<file path="config.mk">
export PLATFORM = sky130hd
export DESIGN_NAME = pc_fetch
export DESIGN_NICKNAME = d
export VERILOG_FILES = /design/src/rtl/mips_pkg.sv /design/src/rtl/next_pc_logic.sv /design/src/rtl/pc_fetch.sv
export SDC_FILE = /design/constraint.sdc
export NUM_CORES = 1
export LEC_CHECK = 0
export BUFFER_PORTS_ARGS = -buffer_cell sky130_fd_sc_hd__buf_2
export CORE_MARGIN = 4
export CORE_UTILIZATION = 40
export DETAILED_ROUTE_END_ITERATION = 10
export HOLD_SLACK_MARGIN = 0.1
export MAX_ROUTING_LAYER = met4
export PLACE_DENSITY = 0.72
export SETUP_SLACK_MARGIN = 0.4
export SLEW_MARGIN = 10
export SYNTH_ARGS = -nofsm -noshare
export SYNTH_HDL_FRONTEND = slang
export SYNTH_SLANG_ARGS = --single-unit
</file>
<file path="constraint.sdc">
create_clock -name clk -period 4 [get_ports clk]
set_input_delay 0.6 -clock clk [delete_from_list [all_inputs] [get_ports clk]]
set_output_delay 0.6 -clock clk [all_outputs]
set_load 0.03 [all_outputs]
</file>
<file path="src/rtl/mips_pkg.sv">
// Shared definitions for the instruction-fetch front end: FSM encoding,
// reset PC default and small address helpers.
package mips_pkg;

  localparam int XLEN = 32;

  localparam logic [XLEN-1:0] RESET_PC_DEFAULT = 32'h0000_0000;

  typedef enum logic [1:0] {
    ST_IDLE  = 2'd0,
    ST_FETCH = 2'd1,
    ST_VALID = 2'd2
  } fetch_state_t;

  // Instruction addresses are always word aligned; clear the byte offset.
  function automatic logic [XLEN-1:0] word_align(input logic [XLEN-1:0] addr);
    return {addr[XLEN-1:2], 2'b00};
  endfunction

endpackage

</file>
<file path="src/rtl/next_pc_logic.sv">
// Combinational next-PC selection: J-type target, PC-relative branch or
// sequential, all arithmetic modulo 2^32.
module next_pc_logic
  import mips_pkg::*;
(
  input  logic [XLEN-1:0] i_pcplus4,
  input  logic [25:0]     i_jidx,
  input  logic [XLEN-1:0] i_signimm,
  input  logic            i_jump,
  input  logic            i_pcsrc,
  output logic [XLEN-1:0] o_next_pc
);

  logic [XLEN-1:0] w_jump_target;
  logic [XLEN-1:0] w_branch_target;

  // Jump stays within the 256 MB region of the delay-slot address.
  assign w_jump_target   = {i_pcplus4[31:28], i_jidx, 2'b00};
  assign w_branch_target = i_pcplus4 + (i_signimm << 2);

  always_comb begin
    o_next_pc = i_pcplus4;
    if (i_jump) begin
      o_next_pc = w_jump_target;
    end else if (i_pcsrc) begin
      o_next_pc = w_branch_target;
    end
  end

endmodule

</file>
<file path="src/rtl/pc_fetch.sv">
// Single-outstanding-request instruction fetch unit: holds the PC, issues
// one memory request per instruction and presents the registered word.
module pc_fetch
  import mips_pkg::*;
#(
  parameter logic [XLEN-1:0] RESET_PC = RESET_PC_DEFAULT
) (
  input  logic            clk,
  input  logic            rst_n,
  input  logic            advance,
  input  logic            pcsrc,
  input  logic            jump,
  input  logic [XLEN-1:0] signimm,
  input  logic [XLEN-1:0] imem_rdata,
  input  logic            imem_ready,
  output logic            imem_req,
  output logic [XLEN-1:0] imem_addr,
  output logic [XLEN-1:0] instr,
  output logic            instr_valid,
  output logic [XLEN-1:0] pc,
  output logic [XLEN-1:0] pcplus4
);

  fetch_state_t    r_state;
  fetch_state_t    w_state_next;
  logic [XLEN-1:0] r_pc;
  logic [XLEN-1:0] r_instr;
  logic [XLEN-1:0] w_next_pc;
  logic [XLEN-1:0] w_pcplus4;
  logic            w_capture;
  logic            w_take;

  always_ff @(posedge clk) begin
    if (!rst_n) begin
      r_state <= ST_IDLE;
    end else begin
      r_state <= w_state_next;
    end
  end

  always_comb begin
    w_state_next = r_state;
    case (r_state)
      ST_IDLE:  w_state_next = ST_FETCH;
      ST_FETCH: if (imem_ready) w_state_next = ST_VALID;
      ST_VALID: if (advance)    w_state_next = ST_FETCH;
      default:  w_state_next = ST_IDLE;
    endcase
  end

  always_comb begin
    imem_req    = (r_state == ST_FETCH);
    instr_valid = (r_state == ST_VALID);
    w_capture   = (r_state == ST_FETCH) && imem_ready;
    w_take      = (r_state == ST_VALID) && advance;
  end

  assign w_pcplus4 = r_pc + 32'd4;

  next_pc_logic u_next_pc (
    .i_pcplus4 (w_pcplus4),
    .i_jidx    (r_instr[25:0]),
    .i_signimm (signimm),
    .i_jump    (jump),
    .i_pcsrc   (pcsrc),
    .o_next_pc (w_next_pc)
  );

  // Reset wins over a same-cycle imem_ready, so a late response is dropped.
  always_ff @(posedge clk) begin
    if (!rst_n) begin
      r_pc    <= word_align(RESET_PC);
      r_instr <= '0;
    end else begin
      if (w_capture) begin
        r_instr <= imem_rdata;
      end
      if (w_take) begin
        r_pc <= word_align(w_next_pc);
      end
    end
  end

  assign pc        = r_pc;
  assign pcplus4   = w_pcplus4;
  assign imem_addr = word_align(r_pc);
  assign instr     = r_instr;

endmodule

</file>
==> results by group, run 1 <==
Outcome
  – Run status: complete, no violations

STA
  – RSZ-0062 raised after global routing: true
  – Slew @ Worst Pin: between 0.6 and 0.7 ns
  – Rel. slew slack: between 50% and 60%
  – Minimum clock period: 3.50 ns
  – Setup ws final: 0.502 ns
  – Final hold violation count: 0
  – Maximum clock rate: 286 MHz
  – Worst Clk Skew: 0.00630 ns
  – Final Cycle Share: 87.5%
  – Max Slew Vio Count: 0
  – Final setup violation count: 0
  – Setup tns final: 0 ns

Floorplanning
  – I/O Pins: 200
  – Initial Util: 41.0%
  – Placement Rows: 42
  – Die area: 15500 um2
  – Core Box Area: 13200 um2
  – Die Ht: 124 um
  – Die Wd: 124 um

Clock tree
  – Clock root cell: clkbuf_16
  – Clk buf depth: 2
  – Clk_lat worst skew: about 0.33 ns
  – CTS tree: done
  – Number of CTS-inserted buffers: 9
  – Clk sink count: 64
  – CTS Hold Bufs: 0
  – H-tree lvl count: 3
  – Clock transition at path regs: ~0.060 ns

Global route
  – Antenna violations before repair: 0
  – Vias in the first global route: 5079
  – Largest net degree at the start of global routing: 35
  – GRT Util Overall: between 20% and 30%
  – Remaining Overflow, GRT: 0
  – First-pass GRT wire length: 26900 um

Detailed routing
  – Pre-Repair DR Iteration Count: 5
  – Vias/cell: around 5.4
  – Initial detailed-routing violation count: 540
  – Routed Antenna Nets: 0
  – Detailed Route WL: 17100 um
  – Total number of vias: 5625
  – Drt drc: 0
  – Wire length per cell: 16.3 um

Synthesis
  – Area share of the largest cell type after synthesis: a little under a quarter
  – Synth Instances: 710
  – Synth Register Bits: 64
  – Sequential fraction of the synthesis area: 23.6%
  – Post-Syn Area: 5420 um2
  – Area leader, netlist: dfxtp_1
  – EDFF count, synth: 0
  – Dominant cells by area after synthesis: dfxtp_1, nand2_1, ha_1
  – Top FF cell, synth: dfxtp_1
  – FFs w/ async S/R, synth: 0%
  – Synth cell types: 74
  – Syn Area/Cell: approximately 7.6 um2
  – Yosys warning count: 0

Cells and area
  – Area Overhead vs Synth: 29.6%
  – Seq. cell area: 1310 um2
  – Most frequent cells in the layout: buf_2, nand2_1, dfxtp_1, nor2_1, a21boi_0
  – Most common cell after layout, fill and taps aside: buf_2
  – Area taken by multi-input logic gates: between 4000 and 5000 um2
  – Layout net count: 977
  – Final antenna diode count: 0
  – Share of cells above drive strength 1: 35.8%
  – Fillers: 1316

Hold path
  – HP Class: reg2reg

Critical path
  – Worst Setup Start Kind: flip-flop
  – Crit path capture type: flip-flop
  – Crit-path max FO: 8
  – Setup CP Type: reg2reg
  – CP Data Required Time: 4.18 ns
  – CP arrival: approximately 3.7 ns

Power
  – Power Density: 274 nW/um2
  – VDD IR max: 0.284 mV
  – Leakage: between 0.003 and 0.004 uW
  – Design Power: 1920 uW

Placement
  – GPL Wtd Cong: 0.911
  – Pre-CTS setup slack: 0.235 ns
  – Detailed-placement wirelength estimate: approximately 13000 um
  – Port bufs: 191

Job
  – Max Cap Viol: 0
[state kept, by name, summed over array words and instances (netlist names)]
name / cells
instr: 32
pc: 30
r_state: 2
[per-stage QoR]
| step | utilization, % | std cells | hold WS [ns] | area, um2 |
|---|---|---|---|---|
| final | 53.1 | 1051 | 0.457 | 7030 |
| after global routing | 53.1 | 1051 | 0.480 | 7030 |
| after floorplan | - | 715 | 0.533 | 5610 |
| after global placement | 48.6 | 1028 | 0.446 | 6440 |
| after CTS | 51.3 | 1044 | 0.461 | 6800 |
| after detailed placement | 48.6 | 1028 | 0.453 | 6440 |
[power by group]
group	internal, uW	switching [uW]
Clock	551	301
Combinational	139	250
Sequential	658	24.3
Total	1350	575
[synthesized netlist by cell type (3+ instances only)]
library cell,n
nand2_1,125
dfxtp_1,64
nor2_1,49
a21boi_0,40
o21ai_0,40
buf_4,36
ha_1,36
a21oi_1,35
xnor2_1,26
clkbuf_1,23
xor2_1,23
nand3_1,22
nor3_1,14
and3_1,13
a211oi_1,11
inv_1,11
and2_1,10
o211ai_1,10
a21o_1,7
nand2b_1,7
nor2b_1,7
nand4_1,6
o21a_1,6
o21bai_1,5
a31oi_1,4
clkbuf_8,4
and4_1,3
buf_6,3
mux2i_1,3
nand3_2,3
nand3b_1,3
nor3_2,3
o221ai_1,3
o31ai_1,3
[routing by layer]
layer	up-vias	track usage [%]	wire length, um
li1	2799	-	-
met5	-	-	0
met4	0	6.58	389
met1	2527	31.4	8230
met2	266	30.5	7260
met3	33	3.56	1240
[critical path, stage by stage, from the launching register on]
cell,delay [ns]
dfxtp_4,0.38
ha_2,0.21
and3_4,0.24
and2_4,0.16
nand3_1,0.12
xnor2_2,0.23
ha_4,0.32
and3_1,0.20
o2111a_1,0.20
nand4_1,0.11
a21oi_2,0.23
o211ai_1,0.13
a32oi_1,0.27
xor2_1,0.29
o2bb2ai_1,0.15
o211ai_1,0.11
[cell type report]
type / instances / area share (%)
clock buffers: 9 / 3.20
flip-flops and latches: 64 / 18.6
repair buffers: 211 / 15.9
inverters: 13 / 0.694
multi-input cells: 571 / 57.0
clock inverters: 7 / 1.46
well taps: 176 / 3.13
[final timing paths]
kind              from        end  slack (ns)  cells after the start
max              pc[2]     pc[31]        0.50                     15
min          instr[27]  instr[27]        0.46                      2
min reg2reg  instr[27]  instr[27]        0.46                      2
max reg2reg      pc[2]     pc[31]        0.50                     15
[cells by family (layout without fill, tap and decap cells)]
family,after synthesis,count (layout),synth area share [%]
buf+inv,80,240,9.20
compound gates,194,194,24.4
fa+ha+maj,37,37,8.67
simple gates,279,279,24.8
mux,4,4,0.761
flops,64,64,23.6
xor+xnor,51,51,8.51
other cells,1,6,0.0691
[what timing repair did]
item / CTS / global route
resized for setup: 7 / 38
endpoints found under the setup margin: 5 / 9
buffers inserted: 0 / 7
pin swaps: 1 / 13
No activity file was read; power rests on OpenSTA's default activity.
==> inputs of run 2 (changes only) <==
==> constraint.sdc (replaced) <==
create_clock -name clk -period 4 [get_ports clk]
set_input_delay 0.2 -clock clk [delete_from_list [all_inputs] [get_ports clk]]
set_output_delay 0.2 -clock clk [all_outputs]
set_load 0.03 [all_outputs]
==> run 2 against run 1 <==
  * Final area shrank 0.43%
  * Combinational power is essentially flat
  * Critical path depth is the same
  * Worst setup slack lost 0.074 ns
  * Largest power group unchanged
  * Die area is the same
  * Non-clock buffer count shrank 3
==> results by group, run 2 (same netlist as run 1, synthesis figures left out) <==
Cells and area
  – Most frequent cells in the layout: buf_2, nand2_1, dfxtp_1, nor2_1, a21boi_0
  – Most common cell after layout, fill and taps aside: buf_2
  – Area Overhead vs Synth: 29.0%
  – Share of cells above drive strength 1: between 30% and 40%
  – Post-route cell area: about 7000 um2
  – Final antenna diode count: 0
  – Layout net count: around 1000
  – Largest register FFs: 32

Power
  – Power Density: 284 nW/um2
  – VDD IR max: roughly 0.28 mV
  – Leakage: 0.00334 uW

STA
  – RSZ-0062 raised after global routing: true
  – Worst Clk Skew: 0.00780 ns
  – Final setup violation count: 0
  – Minimum clock period: 3.57 ns
  – Maximum clock rate: ~280 MHz
  – Final hold violation count: 0
  – Setup tns final: 0 ns
  – Setup ws final: 0.428 ns
  – Max Slew Vio Count: 0
  – Slew @ Worst Pin: 0.885 ns
  – Final Cycle Share: 89.3%
  – Rel. slew slack: 41.0%

Detailed routing
  – Wire length per cell: 16.6 um
  – Total number of vias: 5594
  – Vias/cell: 5.34
  – Drt drc: 0
  – Routed Antenna Nets: 0
  – Pre-Repair DR Iteration Count: 5
  – Post-Route M1 WL: 8500 um
  – Detailed Route WL: roughly 17000 um
  – Top routing layer in use: met4
  – Met3 wire len: 1140 um
  – Met2 Wirelength: roughly 7500 um
  – Initial detailed-routing violation count: 524

Job
  – Max Cap Viol: 0

Clock tree
  – CTS tree: done
  – Number of CTS-inserted buffers: 9
  – CTS Hold Bufs: 0
  – Clock root cell: clkbuf_16
  – Clk sink count: 64
  – Clk buf depth: 2
  – Clk_lat worst skew: 0.33 ns
  – Clock transition at path regs: 0.06 ns
  – H-tree lvl count: 3

Outcome
  – Run status: complete, no violations

Global route
  – Vias in the first global route: between 5000 and 6000
  – Remaining Overflow, GRT: 0
  – Largest net degree at the start of global routing: 58
  – First-pass GRT wire length: between 20000 and 30000 um
  – Antenna violations before repair: 0
  – GRT Util Overall: between 20% and 30%

Placement
  – Detailed-placement wirelength estimate: 13500 um
  – Pre-CTS setup slack: 0.333 ns
  – GPL Wtd Cong: between 0.9 and 1
  – Placed inst area: 6420 um2
  – Port bufs: 191

Hold path
  – HP Class: in2reg
  – Min-Delay Path Depth: 3
  – Hold Crit Start: imem_rdata[0]
  – Worst Hold End: instr[0]

Floorplanning
  – Die area: 15500 um2
  – Die Ht: ~120 um
  – I/O Pins: 200
  – Die Wd: 124 um
  – Placement Rows: 42
  – Core Box Area: 13200 um2
  – Initial Util: 41.0%

Critical path
  – Flop2flop setup slack: 0.43 ns
  – Worst Setup Start Kind: flip-flop
  – FF-to-FF End: pc[31]
  – Crit-path max FO: 8
  – Most used cell, CP: o211ai_1
  – Setup CP Type: reg2reg
  – CP arrival: 3.75 ns
  – R2r worst-path depth: 15
  – Crit-path cells: ha_2 -> and3_4 -> and2_4 -> nand3_1 -> xnor2_2 -> ha_4 -> and3_1 -> o2111a_1 -> nand4_1 -> a21oi_2 -> o211ai_1 -> a32oi_1 -> xor2_1 -> o2bb2ai_1 -> o211ai_1
  – Crit path capture type: flip-flop
  – Reg-to-Reg Start: pc[2]
  – Slowest cell on crit path: dfxtp_4
  – CP Data Required Time: 4.18 ns
  – Slowest stage delay, CP: between 0.3 and 0.4 ns
run 2: changes by cell type in the layout (fill, tap and decap cells not counted), moves of 2 or more:
cell | before | now
buf_4 | 19 | 17
clkinv_4 | 2 | 0
ha_1 | 26 | 28
inv_6 | 2 | 4
o21ai_0 | 35 | 38
o21ai_1 | 5 | 2
xor2_2 | 3 | 5
run 2: worst max path at each step:
stage / slack [ns] / from / to
after detailed placement: 0.33 / pc[2] / pc[31]
after global routing: 0.33 / pc[5] / pc[31]
final: 0.43 / pc[2] / pc[31]
after CTS: 0.36 / pc[2] / pc[31]
after floorplan: 0.38 / pc[6] / pc[28]
after global placement: 0.36 / pc[2] / pc[31]
run 2: power breakdown:
| group | total, uW | switching (uW) | internal, uW |
|---|---|---|---|
| Combinational | 389 | 252 | 137 |
| Clock | 920 | 303 | 617 |
| Sequential | 681 | 24.1 | 657 |
| Total | 1990 | 579 | 1410 |
run 2: cell type report:
class                           count  area (um2)
Timing Repair Buffer              208        1080
Sequential cell                    64        1310
Clock buffer                        9         225
Multi-Input combinational cell    571        3980
Clock inverter                      7         125
Fill cell                        1321        6240
Inverter                           13        48.8
Tap cell                          176         220
run 2: routing by layer:
layer  track usage [%]  up-vias
met2              30.9      221
li1                  -     2790
met1              32.1     2562
met3              3.17       21
met5                 -        -
met4              5.93        0
run 2: what timing repair did:
action / CTS / global route
hold endpoints to repair: 0 / 0
setup buffers: 0 / 6
resized for setup: 4 / 36
endpoints found under the setup margin: 5 / 9
pin swaps: 1 / 14
run 2: worst max-delay path: cells and delay by family (launching register included):
kind | cells | cell delay [ns]
adders and majority gates | 2 | 0.40
AOI/OAI and AO/OA | 6 | 1.14
and+or+nand+nor | 5 | 0.80
xor gates and xnor gates | 2 | 0.69
DFF | 1 | 0.38
run 2: per-stage QoR:
stage          power, uW  utilization, %  hold WS [ns]  cells
2_1_floorplan        963               -         0.345    715
3_3_place_gp        1070            48.5         0.449   1026
3_5_place_dp        1070            48.5         0.459   1026
4_1_cts             1990            51.3         0.108   1042
5_1_grt             2080            52.9         0.127   1048
6_report            1990            52.9         0.117   1048
